### src/rtl/cafe_arbiter_pkg.sv
// rtl/cafe_arbiter_pkg.sv - shared states, drink codes and default sizes for the cafe arbiter
package cafe_pkg;

  typedef enum logic [2:0] {
    IDLE,
    START,
    BREW,
    DONE,
    FAULT
  } state_t;

  localparam logic [1:0] CAFE       = 2'b00;
  localparam logic [1:0] CAFE_LONGO = 2'b01;
  localparam logic [1:0] COM_LEITE  = 2'b10;
  localparam logic [1:0] INVALIDO   = 2'b11;

  localparam int N_REQ_DEF   = 3;
  localparam int TIMEOUT_DEF = 15;
  localparam int CNT_W_DEF   = 8;

endpackage

### src/rtl/cafe_arbiter_if.sv
// rtl/cafe_arbiter_if.sv - order panel and brewer signal bundle for the cafe arbiter
interface cafe_arbiter_if #(
  parameter int N_REQ = cafe_pkg::N_REQ_DEF,
  parameter int CNT_W = cafe_pkg::CNT_W_DEF
);

  logic [N_REQ-1:0]   req;
  logic [2*N_REQ-1:0] tipo_req;
  logic               err_clr;
  logic               brew_c;
  logic               brew_l;
  logic               brew_f;
  logic [N_REQ-1:0]   ack;
  logic [N_REQ-1:0]   grant;
  logic               brew_start;
  logic [1:0]         brew_tipo;
  logic [CNT_W-1:0]   served_cnt;
  logic               err;

  // panels and brewer side
  modport master (
    output req, tipo_req, err_clr, brew_c, brew_l, brew_f,
    input  ack, grant, brew_start, brew_tipo, served_cnt, err
  );

  // arbiter side
  modport slave (
    input  req, tipo_req, err_clr, brew_c, brew_l, brew_f,
    output ack, grant, brew_start, brew_tipo, served_cnt, err
  );

endinterface

### src/rtl/cafe_arbiter_rr.sv
// rtl/cafe_arbiter_rr.sv - combinational round-robin pick starting after the last served panel
module rr_arbiter #(
  parameter int N_REQ = 3,
  parameter int IW    = 2
) (
  input  logic [N_REQ-1:0] pending,
  input  logic [IW-1:0]    last,
  output logic [IW-1:0]    winner,
  output logic             valid
);

  int idx;

  // scan last+1, last+2, ... wrapping, and keep the first pending panel found
  always_comb begin
    winner = '0;
    valid  = 1'b0;
    idx    = 0;
    for (int k = 1; k <= N_REQ; k++) begin
      idx = (int'(last) + k) % N_REQ;
      if (!valid && pending[idx]) begin
        valid  = 1'b1;
        winner = idx[IW-1:0];
      end
    end
  end

endmodule

### src/rtl/cafe_arbiter.sv
// rtl/cafe_arbiter.sv - shares one brewer among several order panels with a timeout watchdog
module cafe_arbiter
  import cafe_pkg::*;
#(
  parameter int N_REQ   = N_REQ_DEF,
  parameter int TIMEOUT = TIMEOUT_DEF,
  parameter int CNT_W   = CNT_W_DEF
) (
  input  logic          clock,
  input  logic          reset,
  cafe_arbiter_if.slave bus
);

  localparam int IW   = (N_REQ > 1) ? $clog2(N_REQ) : 1;
  localparam int WD_W = $clog2(TIMEOUT + 1);

  state_t           state;
  state_t           next_state;
  logic [N_REQ-1:0] pending;
  logic [N_REQ-1:0] accept;
  logic [N_REQ-1:0] clr_mask;
  logic [1:0]       codes [N_REQ];
  logic [IW-1:0]    winner;
  logic [IW-1:0]    last_served;
  logic [IW-1:0]    rr_winner;
  logic             rr_valid;
  logic [N_REQ-1:0] rr_onehot;
  logic [N_REQ-1:0] win_onehot;
  logic             clear_win;
  logic [WD_W-1:0]  wd;

  logic [N_REQ-1:0] ack_reg;
  logic [N_REQ-1:0] grant_reg;
  logic             brew_start_reg;
  logic [1:0]       brew_tipo_reg;
  logic [CNT_W-1:0] served_reg;
  logic             err_reg;

  // brew_c/brew_l are status for observers only; they never steer the machine
  logic unused_obs;
  assign unused_obs = bus.brew_c ^ bus.brew_l;

  rr_arbiter #(.N_REQ(N_REQ), .IW(IW)) u_rr (
    .pending (pending),
    .last    (last_served),
    .winner  (rr_winner),
    .valid   (rr_valid)
  );

  assign rr_onehot  = N_REQ'(1) << rr_winner;
  assign win_onehot = N_REQ'(1) << winner;
  assign clr_mask   = clear_win ? win_onehot : '0;

  // a panel is accepted only when idle on our side and asking for a real drink
  always_comb begin
    accept = '0;
    for (int i = 0; i < N_REQ; i++) begin
      accept[i] = bus.req[i] && !pending[i] && (bus.tipo_req[2*i +: 2] != INVALIDO);
    end
  end

  // next state; brew_f is checked before the watchdog so a late finish still counts
  always_comb begin
    next_state = state;
    clear_win  = 1'b0;
    case (state)
      IDLE:  if (rr_valid) next_state = START;
      START: next_state = BREW;
      BREW: begin
        if (bus.brew_f)                 next_state = DONE;
        else if (wd == WD_W'(TIMEOUT))  next_state = FAULT;
      end
      DONE: begin
        next_state = IDLE;
        clear_win  = 1'b1;
      end
      FAULT: begin
        if (bus.err_clr) begin
          next_state = IDLE;
          clear_win  = 1'b1;
        end
      end
      default: next_state = IDLE;
    endcase
  end

  // state, order bookkeeping and registered outputs derived from the next state
  always_ff @(posedge clock or negedge reset) begin
    if (!reset) begin
      state          <= IDLE;
      pending        <= '0;
      winner         <= '0;
      last_served    <= IW'(N_REQ - 1);
      wd             <= '0;
      ack_reg        <= '0;
      grant_reg      <= '0;
      brew_start_reg <= 1'b0;
      brew_tipo_reg  <= CAFE;
      served_reg     <= '0;
      err_reg        <= 1'b0;
      for (int i = 0; i < N_REQ; i++) codes[i] <= CAFE;
    end else begin
      state   <= next_state;
      pending <= (pending | accept) & ~clr_mask;
      ack_reg <= accept;
      for (int i = 0; i < N_REQ; i++) begin
        if (accept[i]) codes[i] <= bus.tipo_req[2*i +: 2];
      end

      if (state == IDLE && rr_valid) begin
        winner        <= rr_winner;
        brew_tipo_reg <= codes[rr_winner];
      end

      case (next_state)
        START:   grant_reg <= rr_onehot;
        BREW:    grant_reg <= grant_reg;
        default: grant_reg <= '0;
      endcase
      brew_start_reg <= (next_state == START);
      err_reg        <= (next_state == FAULT);

      if (next_state == BREW) wd <= (state == START) ? WD_W'(1) : wd + WD_W'(1);
      else                    wd <= '0;

      if (state == DONE) begin
        last_served <= winner;
        if (served_reg != '1) served_reg <= served_reg + CNT_W'(1);
      end
    end
  end

  assign bus.ack        = ack_reg;
  assign bus.grant      = grant_reg;
  assign bus.brew_start = brew_start_reg;
  assign bus.brew_tipo  = brew_tipo_reg;
  assign bus.served_cnt = served_reg;
  assign bus.err        = err_reg;

endmodule
### src/flat_wrapper.sv
// flat-port wrapper written by rule: the top's interface ports become plain ports
module cafe_arbiter_flat import cafe_pkg::*;
#(
  parameter int N_REQ   = N_REQ_DEF,
  parameter int TIMEOUT = TIMEOUT_DEF,
  parameter int CNT_W   = CNT_W_DEF
)
  (clock, reset, bus_req, bus_tipo_req, bus_err_clr, bus_brew_c, bus_brew_l, bus_brew_f, bus_ack, bus_grant, bus_brew_start, bus_brew_tipo, bus_served_cnt, bus_err);
  cafe_arbiter_if #(.N_REQ(N_REQ), .CNT_W(CNT_W)) bus_i ();
  input  logic clock;
  input  logic reset;
  input wire logic [$bits(bus_i.req)-1:0] bus_req;
  input wire logic [$bits(bus_i.tipo_req)-1:0] bus_tipo_req;
  input wire logic [$bits(bus_i.err_clr)-1:0] bus_err_clr;
  input wire logic [$bits(bus_i.brew_c)-1:0] bus_brew_c;
  input wire logic [$bits(bus_i.brew_l)-1:0] bus_brew_l;
  input wire logic [$bits(bus_i.brew_f)-1:0] bus_brew_f;
  output wire logic [$bits(bus_i.ack)-1:0] bus_ack;
  output wire logic [$bits(bus_i.grant)-1:0] bus_grant;
  output wire logic [$bits(bus_i.brew_start)-1:0] bus_brew_start;
  output wire logic [$bits(bus_i.brew_tipo)-1:0] bus_brew_tipo;
  output wire logic [$bits(bus_i.served_cnt)-1:0] bus_served_cnt;
  output wire logic [$bits(bus_i.err)-1:0] bus_err;
  assign bus_i.req = bus_req;
  assign bus_i.tipo_req = bus_tipo_req;
  assign bus_i.err_clr = bus_err_clr;
  assign bus_i.brew_c = bus_brew_c;
  assign bus_i.brew_l = bus_brew_l;
  assign bus_i.brew_f = bus_brew_f;
  assign bus_ack = bus_i.ack;
  assign bus_grant = bus_i.grant;
  assign bus_brew_start = bus_i.brew_start;
  assign bus_brew_tipo = bus_i.brew_tipo;
  assign bus_served_cnt = bus_i.served_cnt;
  assign bus_err = bus_i.err;
  cafe_arbiter #(.N_REQ(N_REQ), .TIMEOUT(TIMEOUT), .CNT_W(CNT_W)) u_core (.clock(clock), .reset(reset), .bus(bus_i));
endmodule
### config.mk
export PLATFORM = sky130hd
export DESIGN_NAME = cafe_arbiter_flat
export DESIGN_NICKNAME = d
export VERILOG_FILES = /design/src/rtl/cafe_arbiter_pkg.sv /design/src/rtl/cafe_arbiter_if.sv /design/src/rtl/cafe_arbiter_rr.sv /design/src/rtl/cafe_arbiter.sv /design/src/flat_wrapper.sv
export SDC_FILE = /design/constraint.sdc
export NUM_CORES = 1
export LEC_CHECK = 0
export ABC_AREA = 1
export CAP_MARGIN = 20
export CORE_ASPECT_RATIO = 2
export CORE_MARGIN = 1.5
export CORE_UTILIZATION = 30
export CTS_CLUSTER_DIAMETER = 30
export DETAILED_ROUTE_END_ITERATION = 8
export RECOVER_POWER = 100
export SLEW_MARGIN = 20
export SYNTH_ARGS = -nofsm -noshare
export SYNTH_HDL_FRONTEND = slang
export SYNTH_HIERARCHICAL = 1
export SYNTH_SLANG_ARGS = --single-unit
### constraint.sdc
create_clock -name clock -period 2 [get_ports clock]
set_input_delay 0.4 -clock clock [delete_from_list [all_inputs] [get_ports clock]]
set_output_delay 0.4 -clock clock [all_outputs]
set_load 0.005 [all_outputs]
==> impl_metrics.json <==
{
  "die_h_microns": 118,
  "io_pins": 33,
  "p_per_area_mw_per_mm2": 1590,
  "grt_pass1_vias": 1736,
  "grt.overflow.total": 0,
  "grt_usage": 0.132,
  "post-route-min-period_ps": 1890,
  "hpwl_microns": 3360,
  "cts_tree": "built",
  "start_util": 0.314,
  "cts_root_buf": "clkbuf_16",
  "hold_viol_final": 0,
  "hold_path.class": "in -> async",
  "path_clk_slew_ps": 50,
  "cp_cell_sequence": "inv_1, ha_4, inv_4, nand2_1, nand3_1, nand2_1, nand4_1, nand2_2, buf_4, nor2_2, a21oi_2, a21oi_1",
  "synth_fp_nets": 272,
  "grt_max_degree": 22,
  "htreeDepth": 2,
  "grt_pass1_wl_microns": 7270,
  "drt_iter0_markers": 83,
  "synthesis.area_sq_mm": 0.00200,
  "cts_sinks": 38,
  "gp_congestion": 0.772,
  "drc": 0,
  "fin_crit_sh": 0.945,
  "ant_nets": 0,
  "synth_top_area_cell": "dfrtp_1",
  "nets": 319,
  "ys_seq_area_frac": 0.477,
  "synth_cells": 253,
  "cts-buffers-inserted": 5,
  "ys_warn_count": 6,
  "areaGrowthSynthToFinish_pct": 32.5,
  "drt-total-wl_microns": 4550,
  "cpMaxStageDelayCell": "dfstp_2",
  "pre_cts_ws_ps": -0.175,
  "clkLatencyLatePin_ps": 280,
  "crit_fanout": 6,
  "critPathLaunchType": "flop",
  "final_common_cell": "nand2_1",
  "end_kind": "flop",
  "rr_startpoint": "u_core/last_served[1]",
  "antenna_found_initial": 0,
  "drive_gt1_frac": 0.159,
  "power.leakage_uw": 0.00137,
  "synthTopCellsByArea": "dfrtp_1 46%, nand2_1 15%, nand3_1 7.5%",
  "worstMarginPinSlew_ps": 982,
  "vias": 1798,
  "routed_via_density": 4.65,
  "r2r_setup_slack_ps": 110,
  "largest_register_ffs": 8,
  "port_buffers": 30,
  "final_cell_mix": "80 x nand2_1, 37 x dfrtp_1, 31 x nand3_1, 30 x inv_1, 21 x dlygate4sd3_1",
  "synth_top_area_frac": 0.464,
  "worstRegToRegCells": 12,
  "max-vdd-ir-drop_mv": 0.543,
  "cts_max_path_buffers": 2,
  "critPathArrivalTime_ps": 2090,
  "slowest_delay_ps": 570,
  "avgRoutedWirePerCell_microns": 11.8,
  "finClkSkew_ps": 4.90,
  "finalSetupViolCount": 0,
  "syn_avg_cell_area_sq_um": 7.89,
  "slew_violations": 0,
  "timing.critical_path.mode_cell": "nand2_1",
  "setup.worst_path.class": "reg -> reg",
  "row_count": 41,
  "worst_slack_ps": 111,
  "die-area_sq_mm": 0.00718,
  "synth-seq-cells": 38,
  "n_antenna_cell": 0,
  "status": "finished clean",
  "yosysUniqueCellTypes": 25,
  "timing.rr.end": "u_core/bus.brew_tipo[0]",
  "holdWs_ps": 261,
  "first_pass_iters": 4,
  "relSlewSlack": 0.345,
  "core_area_sq_mm": 0.00636,
  "cap_violations": 0,
  "die_w_microns": 60.7,
  "required_ps": 2200,
  "max_freq_mhz": 529
}
area by class of cell:
| cell class | count | area [sq um] |
|---|---|---|
| fill | 686 | 3720 |
| sequential | 38 | 952 |
| multi-input combinational | 176 | 916 |
| timing repair buffer | 41 | 374 |
| inverter | 38 | 148 |
| clock buffer | 8 | 146 |
| tap | 86 | 108 |
cells in the mapped netlist, drive strengths merged:
cell and number:
nand2 87, inv 38, dfrtp 37, nand3 33
nor2 22, o21ai 8, nand4 7, a21oi 5
a31oi 4, ha 4, o32ai 2, xor2 2
buf 1, dfstp 1, nor3 1, or2 1
through the flow:
step / cells / setup TNS (ps) / total power (uW) / util / cell area, sq um
5_1_grt: 387 / -53.4 / 4530 / 0.416 / 2640
4_1_cts: 384 / 0 / 4040 / 0.411 / 2610
3_5_place_dp: 376 / -0.175 / 3210 / 0.387 / 2460
3_3_place_gp: 376 / 0 / 3170 / 0.387 / 2460
2_1_floorplan: 253 / 0 / 2490 / - / 2000
6_report: 387 / 0 / 4200 / 0.416 / 2640
critical path: cells and delay by family (launching register included):
kind,cells,cell delay [ps]
adder cells (fa/ha/maj),1,190
buffers and inverters,3,330
AO/OA/AOI/OAI,2,180
flip-flops,1,570
AND/OR/NAND/NOR,6,560
report_power, final:
| group | switching [uW] | internal (uW) | total (uW) |
|---|---|---|---|
| clock network | 288 | 497 | 785 |
| logic | 1200 | 913 | 2110 |
| registers | 258 | 1050 | 1310 |
| total | 1740 | 2460 | 4200 |
cell families after synthesis:
logic type / count (synthesis) / share of synthesized area
AOI/OAI and AO/OA: 19 / 0.0596
xor gates and xnor gates: 2 / 0.00878
adders and majority gates: 4 / 0.0251
buffers and inverters: 39 / 0.0771
DFF: 38 / 0.477
and+or+nand+nor: 151 / 0.352
routing by layer:
metal | vias to the layer above | track usage | wire (microns)
li1 | 896 | - | -
met2 | 33 | 0.251 | 2610
met3 | 9 | 0.0197 | 114
met1 | 860 | 0.126 | 1690
met5 | - | 0 | 0
met4 | 0 | 0.0625 | 135
worst max-delay path by stage:
| stage | from | endpoint | depth (start not counted) |
|---|---|---|---|
| after CTS | u_core/last_served[1] | u_core/bus.brew_tipo[0] | 9 |
| after global placement | u_core/last_served[1] | u_core/bus.brew_tipo[0] | 12 |
| after global routing | u_core/last_served[0] | u_core/bus.brew_tipo[0] | 11 |
| after detailed placement | u_core/last_served[1] | u_core/bus.brew_tipo[1] | 14 |
| after floorplan | u_core/last_served[1] | u_core/bus.brew_tipo[0] | 12 |
| final | u_core/last_served[1] | u_core/bus.brew_tipo[0] | 12 |
timing repair:
item | in CTS | in global routing
setup buffers | 0 | 3
hold buffers | 0 | 0
endpoints found under the hold margin | 0 | 0
gates resized for setup | 3 | 22
pin swaps | 0 | 7
setup endpoints to repair | 2 | 9
(Power assumes the default switching activity.)
